$ cat config.mk
export PLATFORM = sky130hd
export DESIGN_NAME = memory_cycle
export DESIGN_NICKNAME = d
export VERILOG_FILES = /design/src/rtl/memory_cycle.sv
export SDC_FILE = /design/constraint.sdc
export NUM_CORES = 1
export LEC_CHECK = 0
export BUFFER_PORTS_ARGS = -buffer_cell sky130_fd_sc_hd__buf_2
export CORE_MARGIN = 2
export CORE_UTILIZATION = 46
export CTS_CLUSTER_DIAMETER = 150
export DETAILED_ROUTE_END_ITERATION = 16
export PLACE_DENSITY = 0.9
export SLEW_MARGIN = 20
export SYNTH_ARGS = -nofsm -noshare
export SYNTH_HDL_FRONTEND = slang
export SYNTH_SLANG_ARGS = --single-unit
export TNS_END_PERCENT = 100
$ cat constraint.sdc
create_clock -name clk -period 12 [get_ports clk]
set_clock_uncertainty 0.1 [all_clocks]
set_input_delay 3.6 -clock clk [delete_from_list [all_inputs] [get_ports clk]]
set_output_delay 3.6 -clock clk [all_outputs]
set_load 0.02 [all_outputs]
$ cat src/rtl/memory_cycle.sv
// rtl/memory_cycle.sv - RV32I MEM stage: req/ack data bus, lane steering, MEM/WB register.
// Optional bus timeout abort is enabled by defining MEM_TIMEOUT_EN.
module memory_cycle #(
  parameter int TIMEOUT_CYCLES = 16
) (
  input  logic        clk,
  input  logic        rst,
  input  logic        RegWriteM,
  input  logic        MemWriteM,
  input  logic [1:0]  ResultSrcM,
  input  logic [2:0]  funct3M,
  input  logic [31:0] ALUResultM,
  input  logic [31:0] WriteDataM,
  input  logic [4:0]  rd_addr_M,
  input  logic [12:0] PCPlus4M,
  output logic        dmem_req,
  output logic        dmem_we,
  output logic [31:0] dmem_addr,
  output logic [31:0] dmem_wdata,
  output logic [3:0]  dmem_be,
  input  logic        dmem_ack,
  input  logic [31:0] dmem_rdata,
  output logic        StallM,
  output logic        RegWriteW,
  output logic [1:0]  ResultSrcW,
  output logic [31:0] ALUResultW,
  output logic [31:0] ReadDataW,
  output logic [4:0]  rd_addr_W,
  output logic [12:0] PCPlus4W,
  output logic        misalign_err,
  output logic        timeout_err
);

`ifdef MEM_TIMEOUT_EN
  localparam bit TIMEOUT_EN = 1'b1;
`else
  localparam bit TIMEOUT_EN = 1'b0;
`endif
  localparam logic [4:0] TIMEOUT_LAST = 5'(TIMEOUT_CYCLES - 1);

  typedef enum logic {S_IDLE, S_WAIT} state_t;
  state_t state, state_next;

  logic        is_load, access, misalign;
  logic [31:0] st_wdata;
  logic [3:0]  st_be;
  logic        hold_we;
  logic [31:0] hold_addr, hold_wdata;
  logic [3:0]  hold_be;
  logic [4:0]  wait_cnt;
  logic        timeout_hit, timeout_fire;
  logic [7:0]  ld_byte;
  logic [15:0] ld_half;
  logic [31:0] load_data;

  assign is_load = (ResultSrcM == 2'b01);
  assign access  = MemWriteM | is_load;

  always_comb begin
    misalign = 1'b0;
    case (funct3M[1:0])
      2'b01:   misalign = ALUResultM[0];
      2'b10:   misalign = (ALUResultM[1:0] != 2'b00);
      default: misalign = 1'b0;
    endcase
  end

  always_comb begin
    st_wdata = WriteDataM;
    st_be    = 4'b1111;
    case (funct3M[1:0])
      2'b00: begin
        st_wdata = {4{WriteDataM[7:0]}};
        st_be    = 4'b0001 << ALUResultM[1:0];
      end
      2'b01: begin
        st_wdata = {2{WriteDataM[15:0]}};
        st_be    = ALUResultM[1] ? 4'b1100 : 4'b0011;
      end
      default: ;
    endcase
  end

  // The last WAIT cycle aborts unless the ack shows up in that same cycle.
  assign timeout_hit  = TIMEOUT_EN && (state == S_WAIT) && (wait_cnt == TIMEOUT_LAST);
  assign timeout_fire = timeout_hit & ~dmem_ack;

  always_comb begin
    state_next = state;
    dmem_req   = 1'b0;
    case (state)
      S_IDLE: begin
        if (access && !misalign) begin
          dmem_req = 1'b1;
          if (!dmem_ack) state_next = S_WAIT;
        end
      end
      S_WAIT: begin
        dmem_req = 1'b1;
        if (dmem_ack) begin
          state_next = S_IDLE;
        end else if (timeout_hit) begin
          dmem_req   = 1'b0;
          state_next = S_IDLE;
        end
      end
      default: state_next = S_IDLE;
    endcase
    if (rst) dmem_req = 1'b0;
  end

  assign dmem_we    = (state == S_WAIT) ? hold_we    : MemWriteM;
  assign dmem_addr  = (state == S_WAIT) ? hold_addr  : {ALUResultM[31:2], 2'b00};
  assign dmem_wdata = (state == S_WAIT) ? hold_wdata : st_wdata;
  assign dmem_be    = (state == S_WAIT) ? hold_be    : st_be;

  assign StallM = access & ~misalign & dmem_req & ~dmem_ack;

  always_ff @(posedge clk or posedge rst) begin
    if (rst) begin
      state      <= S_IDLE;
      wait_cnt   <= 5'd0;
      hold_we    <= 1'b0;
      hold_addr  <= 32'd0;
      hold_wdata <= 32'd0;
      hold_be    <= 4'd0;
    end else begin
      state    <= state_next;
      wait_cnt <= (state == S_IDLE) ? 5'd0 : wait_cnt + 5'd1;
      if (state == S_IDLE) begin
        hold_we    <= MemWriteM;
        hold_addr  <= {ALUResultM[31:2], 2'b00};
        hold_wdata <= st_wdata;
        hold_be    <= st_be;
      end
    end
  end

  always_comb begin
    ld_byte = dmem_rdata[7:0];
    case (ALUResultM[1:0])
      2'b01:   ld_byte = dmem_rdata[15:8];
      2'b10:   ld_byte = dmem_rdata[23:16];
      2'b11:   ld_byte = dmem_rdata[31:24];
      default: ;
    endcase
    ld_half = ALUResultM[1] ? dmem_rdata[31:16] : dmem_rdata[15:0];
    case (funct3M)
      3'b000:  load_data = {{24{ld_byte[7]}}, ld_byte};
      3'b001:  load_data = {{16{ld_half[15]}}, ld_half};
      3'b100:  load_data = {24'd0, ld_byte};
      3'b101:  load_data = {16'd0, ld_half};
      default: load_data = dmem_rdata;
    endcase
  end

  // Dropped (misaligned or timed-out) accesses still retire, just without a register write.
  always_ff @(posedge clk or posedge rst) begin
    if (rst) begin
      RegWriteW    <= 1'b0;
      ResultSrcW   <= 2'b00;
      ALUResultW   <= 32'd0;
      ReadDataW    <= 32'd0;
      rd_addr_W    <= 5'd0;
      PCPlus4W     <= 13'd0;
      misalign_err <= 1'b0;
      timeout_err  <= 1'b0;
    end else begin
      RegWriteW    <= RegWriteM & ~StallM & ~(access & misalign) & ~timeout_fire;
      ResultSrcW   <= ResultSrcM;
      ALUResultW   <= ALUResultM;
      ReadDataW    <= load_data;
      rd_addr_W    <= rd_addr_M;
      PCPlus4W     <= PCPlus4M;
      misalign_err <= access & misalign;
      timeout_err  <= timeout_fire;
    end
  end

endmodule

Yosys cells after proc, flatten, opt, wreduce, memory -nomap -nowiden
Index checks and enable logic that the tools add are counted.
W data, S select, Z words.
Word-level totals
  register bits: 156
  bits of input ports: 124
  output and inout bits: 158
  word-level logic and storage cells: 56
Operators by class
  equality and inequality tests: 9
  shifts and indexed selects: 1
  mux-type cells: 17
  bitwise logic cells: 12
  reductions and logical operators: 5
Operators with widths (count)
  $pmux W32 S4: 1
  $mux W32: 2
  $pmux W32 S2: 1
  $pmux W8 S3: 1
  $mux W16: 1
  $mux W4: 2
  $pmux W4 S2: 1
  $and A1 B1 Y1: 6
  $eq A2 B1 Y1 const B: 3
  $eq A2 B2 Y1 const B: 3
  $eq A3 B3 Y1 const B: 2
  $pmux W1 S2: 3
  $mux W1: 5
  $not A1 Y1: 5
  $shl A1 B2 Y4 const A: 1
  $eq A3 B1 Y1 const B: 1
  $logic_not A3 Y1: 1
  $logic_not A2 Y1: 1
  $reduce_bool A2 Y1: 1
  $logic_and A1 B1 Y1: 1
  $logic_not A1 Y1: 1
  $or A1 B1 Y1: 1

Longest topological paths before layout
Gate-level depths: netlist of the first run.
  depth in word-level cells: 12
  mapped depth: 9
  gate-level depth less buffers: 5

Worst setup path before layout of the first run
OpenSTA, ideal clock, no wires.
  path kind: input to output
  start point: input port rst
  end point: output port dmem_req
  arrival time: 7.282 ns
  required time: 8.300 ns
  setup slack: 1.018 ns
  stages: 3
  buffers on the path: 0
  cell sequence: inv_1 -> nand2_1 -> o31ai_1
Between the ends
  cells in the longest elaborated chain, start to end: 1
RTL lines
  from (decl): line 7  | input logic rst,
  $mux W1: line 109  | if (rst) dmem_req = 1'b0;
  to (decl): line 16  | output logic dmem_req,
Every way passes these cells.

Worst setup path after layout of the first run
  start point: input port funct3M[1]
  end point: output port dmem_be[2]
Between the ends
  cells in the longest elaborated chain, start to end: 3
  elaborated cells between the ends (all ways): 4
  those cells by class: eq/ne (1); mux (2); reduce/logical (1)
RTL lines
  from (decl): line 11  | input logic [2:0] funct3M,
  $eq A2 B1 Y1 / $logic_not A2 Y1 (equally long branches): line 71  | case (funct3M[1:0])
  $pmux W4 S2 (*): line 71
  $mux W4 (*)
  to (decl): line 20  | output logic [3:0] dmem_be,
Mark *: on every way between the ends. The rest lies on a longest branch, timed or not.

==> results of run 1 <==
[routing by layer]
layer / GRT usage [%] / vias up / part of all wire (%)
met5: 0 / - / 0
li1: - / 2058 / -
met4: 9.68 / 0 / 2.8
met2: 37.2 / 238 / 51
met3: 5.70 / 34 / 8.0
met1: 26.5 / 2144 / 38
[state kept, by name, summed over array words and instances (netlist names)]
name	flops
ALUResultW	32
ResultSrcW	2
hold_addr	32
rd_addr_W	5
state	1
ReadDataW	32
misalign_err	1
hold_be	4
hold_we	1
PCPlus4W	13
RegWriteW	1
hold_wdata	32
[cell families (layout without fill, tap and decap cells)]
| family | after synthesis | count (layout) | synth area share [%] |
|---|---|---|---|
| compound gates | 88 | 88 | 10.7 |
| other cells | 1 | 2 | 0.0651 |
| simple gates | 76 | 76 | 5.86 |
| buf+inv | 44 | 326 | 3.48 |
| mux | 60 | 60 | 11.5 |
| fa+ha+maj | 3 | 3 | 0.652 |
| flops | 156 | 156 | 67.8 |
[layout by cell type (no fill, tap or decap), types with 6 or more instances in the layout]
cell,n
a211oi_1,8
a21oi_1,12
mux2_2,50
o2bb2ai_1,7
o21ai_0,20
clkbuf_16,17
a22oi_1,16
a32oi_1,6
buf_2,280
inv_1,12
dfrtp_1,155
mux2i_1,10
nand3_1,16
a22o_1,10
nand2_1,46
[worst max-delay path: cells and delay by family]
family / cells / cell delay [ns]
AO/OA/AOI/OAI: 2 / 0.27
AND/OR/NAND/NOR: 1 / 0.63
buffers and inverters: 4 / 0.91
adder cells (fa/ha/maj): 1 / 0.51
[where the power goes]
part | switching [mW] | internal, mW | total, mW
combinational | 0.167 | 0.0979 | 0.264
sequential | 0.0261 | 0.583 | 0.609
clock | 0.201 | 0.299 | 0.500
[area by class of cell]
class                           instances  share of cell area [%]
Sequential cell                       156                    50.0
Antenna cell                            1                  0.0320
Tap cell                              168                    2.69
Timing Repair Buffer                  283                    18.2
Clock inverter                         10                    1.17
Multi-Input combinational cell        228                    21.3
Inverter                               13                   0.688
Clock buffer                           20                    5.97
[stage by stage]
step                total power, mW  worst slack, ns
CTS                            1.39             2.02
global placement              0.875             2.09
floorplan                     0.779             1.02
finish                         1.37             2.36
global route                   1.43             2.14
detailed placement            0.884             2.02
[worst max-delay path by stage]
stage               start          to  slack, ns  cells past startpoint
3_3_place_gp   funct3M[1]  dmem_be[2]       2.09                      8
6_report       funct3M[1]  dmem_be[2]       2.36                      8
2_1_floorplan         rst    dmem_req       1.02                      3
5_1_grt        funct3M[1]  dmem_be[2]       2.14                      8
3_5_place_dp   funct3M[1]  dmem_be[2]       2.02                      8
4_1_cts        funct3M[1]  dmem_be[2]       2.02                      8
==> run_results.csv, run 1 <==
group,metric,value,unit
die,die_width,116,um
logic_synthesis,synth_cell_types,33,
critical_path,timing.critical_path.to_type,"output port",
drt,drt-pass1-iter-count,5,
global_routing,maximum_number_of_pins_on_one_net_before_global_route_repair,98,
power,leakage,4.00,nW
clock_network,cts_hold_buf,0,
logic_synthesis,post_synthesis_async_set_or_reset_flop_share,100,%
global_routing,antenna_violations_before_repair,1,
clock_network,latest_clock_arrival_within_the_worst_skew_pair,0.40,ns
global_routing,overall_fraction_of_global_route_tracks_in_use,21.9,%
die,dieHeight,116,um
critical_path,critical_path_arrival,5.94,ns
die,die_area,0.0134,mm^2
power,power_density,176,mW/mm^2
logic_synthesis,synthFlopType,"dfrtp_1",
timing,whs,0.382,ns
drt,detail_route.vias_per_cell,5.09,
timing,final.period_utilization,80.3,%
clock_network,post-cts-setup-buffers,0,
logic_synthesis,synth.largest_area_cell,"dfrtp_1",
critical_path,start_to_end_type_of_the_worst_setup_path,"in -> out",
power,peakVddDrop,91.1,uV
critical_path,timing.critical_path.from_type,"input port",
logic_synthesis,sequential_area_share_after_synthesis,67.8,%
min_path,hold_class,"reg -> reg",
die,rows,40,
critical_path,critPathMaxStageDelay,0.63,ns
clock_network,cts_buffer_depth,2,
clock_network,ctsRootBufferMaster,"clkbuf_16",
drt,total_number_of_vias,4474,
layout,multiInputGateArea,0.00166,mm^2
clock_network,clkSlewWorstSetupHoldPaths,0.06,ns
clock_network,cts_inserted_buffers,17,
critical_path,timing.critical_path.cells,"buf_2 > inv_1 > ha_1 > nor2_4 > buf_4 > a21oi_1 > o21ai_0 > buf_2",
drt,routed_wl,14900,um
clock_network,cts_tree,"done",
critical_path,worstReg2RegEnd,"hold_be[1]$_DFF_PP0_",
timing,setup_viol,0,
timing,timing.slew.headroom,31.1,%
logic_synthesis,flip_flop_and_latch_count_after_synthesis,156,
layout,post_route_cell_area,0.00782,mm^2
layout,syn_to_final_growth,35.8,%
global_routing,via_count_of_the_first_global_routing_pass,4333,
run,maxCapViolCount,0,
drt,detail_route.iter0.violations,338,
min_path,hold-path-endpoint,"hold_addr[0]$_DFF_PP0_",
timing,worst_slew_pin_slew,1.03,ns
clock_network,postCtsResizedCells,0,
logic_synthesis,post_synth_main_area_contributors,"dfrtp_1, mux2_2, nand2_1",
timing,achievable-frequency,104,MHz
place,gp_routability_congestion,0.860,
logic_synthesis,ys_warn_count,0,
layout,register_area,0.00391,mm^2
timing,final_max_slew_viol_count,0,
run_status,run_status,"completed",
timing,hold_viol,0,
logic_synthesis,postSynthCellCount,428,
critical_path,rrSetupSlack,10.19,ns
layout,drive_above_1_share,51.7,%
place,placement_stage_cell_area,0.00725,mm^2
timing,setup_repair_after_global_routing_missed_its_margin,"false",
global_routing,globalRouteOverflowTotal,0,
layout,num-fill-cells,930,
die,initial_utilization,47.6,%
global_routing,grt_first_pass_wirelength,22100,um
clock_network,clkSinkCount,156,
critical_path,cp.required,8.30,ns
place,detailedPlacementHpwl,10800,um
clock_network,clock_tree.htree_level_count,4,
critical_path,path_common_cell,"buf_2",
logic_synthesis,synth_nets,555,
drt,route.detailed.wl_per_inst,16.9,um
timing,period_needed,9.64,ns
critical_path,reg2reg_from,"state$_DFF_PP0_",
critical_path,critical-path-slowest-cell,"nor2_4",
place,placed_cells_incl_taps,848,
logic_synthesis,count_of_flip_flops_with_a_built_in_enable_after_synthesis,0,
min_path,hold_path_depth,1,
logic_synthesis,synthDominantCellAreaShare,67.8,%
die,boundaryPins,282,
timing,fin_tns_setup,0,ns
logic_synthesis,avgSynthCellArea,13.5,um^2
logic_synthesis,synth.top_cells.by_count,"dfrtp_1, mux2_2, nand2_1",
die,core_area,0.0121,mm^2
critical_path,worst_reg2reg_path_length_in_cells,1,
layout,finalNonFillerCells,879,
drt,drc,0,
place,place.port_buffers,280,
layout,finalCoreUtilization,64.6,%
critical_path,crit_path_max_fanout,26,
min_path,hp-start,"hold_addr[0]$_DFF_PP0_",
drt,ant_nets,0,
logic_synthesis,netlist_area_before_placement,0.00576,mm^2
logic_synthesis,synth_most_common_cell,"dfrtp_1",
layout,layout.nets,826,
Note: power is estimated with default switching activity, not from simulation.
==> run 2: changes to the inputs <==
==> constraint.sdc (replaced) <==
create_clock -name clk -period 9.3 [get_ports clk]
set_clock_uncertainty 0.1 [all_clocks]
set_input_delay 2.79 -clock clk [delete_from_list [all_inputs] [get_ports clk]]
set_output_delay 2.79 -clock clk [all_outputs]
set_load 0.02 [all_outputs]
==> run_results.csv, run 2 (synthesized netlist as in run 1, its figures left out) <==
group,metric,value,unit
critical_path,timing.critical_path.to_type,"output port",
power,leakage,4.02,nW
clock_network,cts_hold_buf,0,
global_routing,antenna_violations_before_repair,1,
die,rows,40,
drt,ant_nets,0,
layout,finalNonFillerCells,882,
clock_network,ctsRootBufferMaster,"clkbuf_16",
clock_network,cts_buffer_depth,2,
drt,routed_wl,15200,um
layout,syn_to_final_growth,36.4,%
layout,drive_above_1_share,51.8,%
die,core_area,0.0121,mm^2
run_status,run_status,"completed",
clock_network,postCtsResizedCells,0,
critical_path,rrSetupSlack,7.46,ns
drt,route.detailed.wl_per_inst,17.2,um
timing,fin_tns_setup,0,ns
timing,setup_viol,0,
critical_path,crit_path_max_fanout,32,
place,gp_routability_congestion,0.855,
clock_network,cts_inserted_buffers,17,
global_routing,grt_first_pass_wirelength,22600,um
layout,finalCoreUtilization,64.9,%
timing,period_needed,8.02,ns
drt,detail_route.iter0.violations,399,
drt,detail_route.vias_per_cell,5.07,
timing,setup_repair_after_global_routing_missed_its_margin,"false",
place,detailedPlacementHpwl,11000,um
global_routing,via_count_of_the_first_global_routing_pass,4337,
clock_network,cts_tree,"done",
place,placement_stage_cell_area,0.00726,mm^2
layout,layout.nets,827,
critical_path,critical_path_arrival,5.13,ns
global_routing,maximum_number_of_pins_on_one_net_before_global_route_repair,98,
timing,final_max_slew_viol_count,0,
timing,worst_slew_pin_slew,1.05,ns
clock_network,clkSlewWorstSetupHoldPaths,0.06,ns
die,die_width,116,um
clock_network,clock_tree.htree_level_count,4,
place,place_ws,1.32,ns
critical_path,reg2reg_from,"state$_DFF_PP0_",
min_path,hold_path_depth,2,
power,post-layout-total-power,1.81,mW
die,die_area,0.0134,mm^2
global_routing,globalRouteOverflowTotal,0,
critical_path,timing.critical_path.from_type,"input port",
timing,timing.slew.headroom,30.1,%
global_routing,overall_fraction_of_global_route_tracks_in_use,22.4,%
critical_path,cp.required,6.41,ns
die,initial_utilization,47.6,%
power,power_density,231,mW/mm^2
clock_network,clkSinkCount,156,
drt,drc,0,
critical_path,start_to_end_type_of_the_worst_setup_path,"in -> out",
die,dieHeight,116,um
place,place.port_buffers,280,
drt,total_number_of_vias,4476,
die,boundaryPins,282,
layout,most_frequent_cells_in_the_layout,"buf_2, dfrtp_1, mux2_2",
run,maxCapViolCount,0,
clock_network,post-cts-setup-buffers,0,
critical_path,worst_reg2reg_path_length_in_cells,1,
place,placed_cells_incl_taps,849,
timing,achievable-frequency,125,MHz
layout,layout.cells.most_common,"buf_2",
timing,setup_slack,1.28,ns
clock_network,latest_clock_arrival_within_the_worst_skew_pair,0.41,ns
min_path,hp-start,"hold_wdata[22]$_DFF_PP0_",
layout,post_route_cell_area,0.00786,mm^2
drt,drt-pass1-iter-count,6,
timing,hold_viol,0,
timing,final.period_utilization,86.2,%
min_path,hold_class,"reg -> reg",
critical_path,critical_path.startpoint,"funct3M[1]",
timing,whs,0.383,ns
power,peakVddDrop,112,uV
run 2: path summary, 6_finish.rpt:
kind                                             to
min reg2reg                hold_wdata[22]$_DFF_PP0_
min                        hold_wdata[22]$_DFF_PP0_
min in group asynchronous   hold_addr[10]$_DFF_PP0_
max reg2reg                    hold_be[0]$_DFF_PP0_
max in group asynchronous  hold_wdata[31]$_DFF_PP0_
max                                      dmem_be[2]
run 2: layout make-up:
cell class / count / area (um^2)
diodes: 1 / 2.50
clock buffers: 20 / 457
clock inverters: 12 / 136
fillers: 944 / 4260
inverters: 13 / 52.6
multi-input cells: 228 / 1660
flip-flops and latches: 156 / 3910
well taps: 168 / 210
repair buffers: 284 / 1430
run 2: report_power, final:
| part | switching, mW | internal, mW | total, mW |
|---|---|---|---|
| clock network | 0.274 | 0.412 | 0.686 |
| logic | 0.216 | 0.127 | 0.342 |
| registers | 0.0338 | 0.752 | 0.786 |
run 2: critical path, cell delays in order:
cell	delay [ns]
buf_2	0.28
inv_1	0.11
ha_1	0.50
nor2_2	0.54
buf_4	0.40
a21oi_1	0.07
o21ai_0	0.22
buf_2	0.21
run 2: per-layer routing:
layer  global-route usage [%]  share of wire, %
met5                        0                 0
met1                     26.6                38
met2                     37.8                51
met4                     10.7               2.7
met3                     6.38               8.3
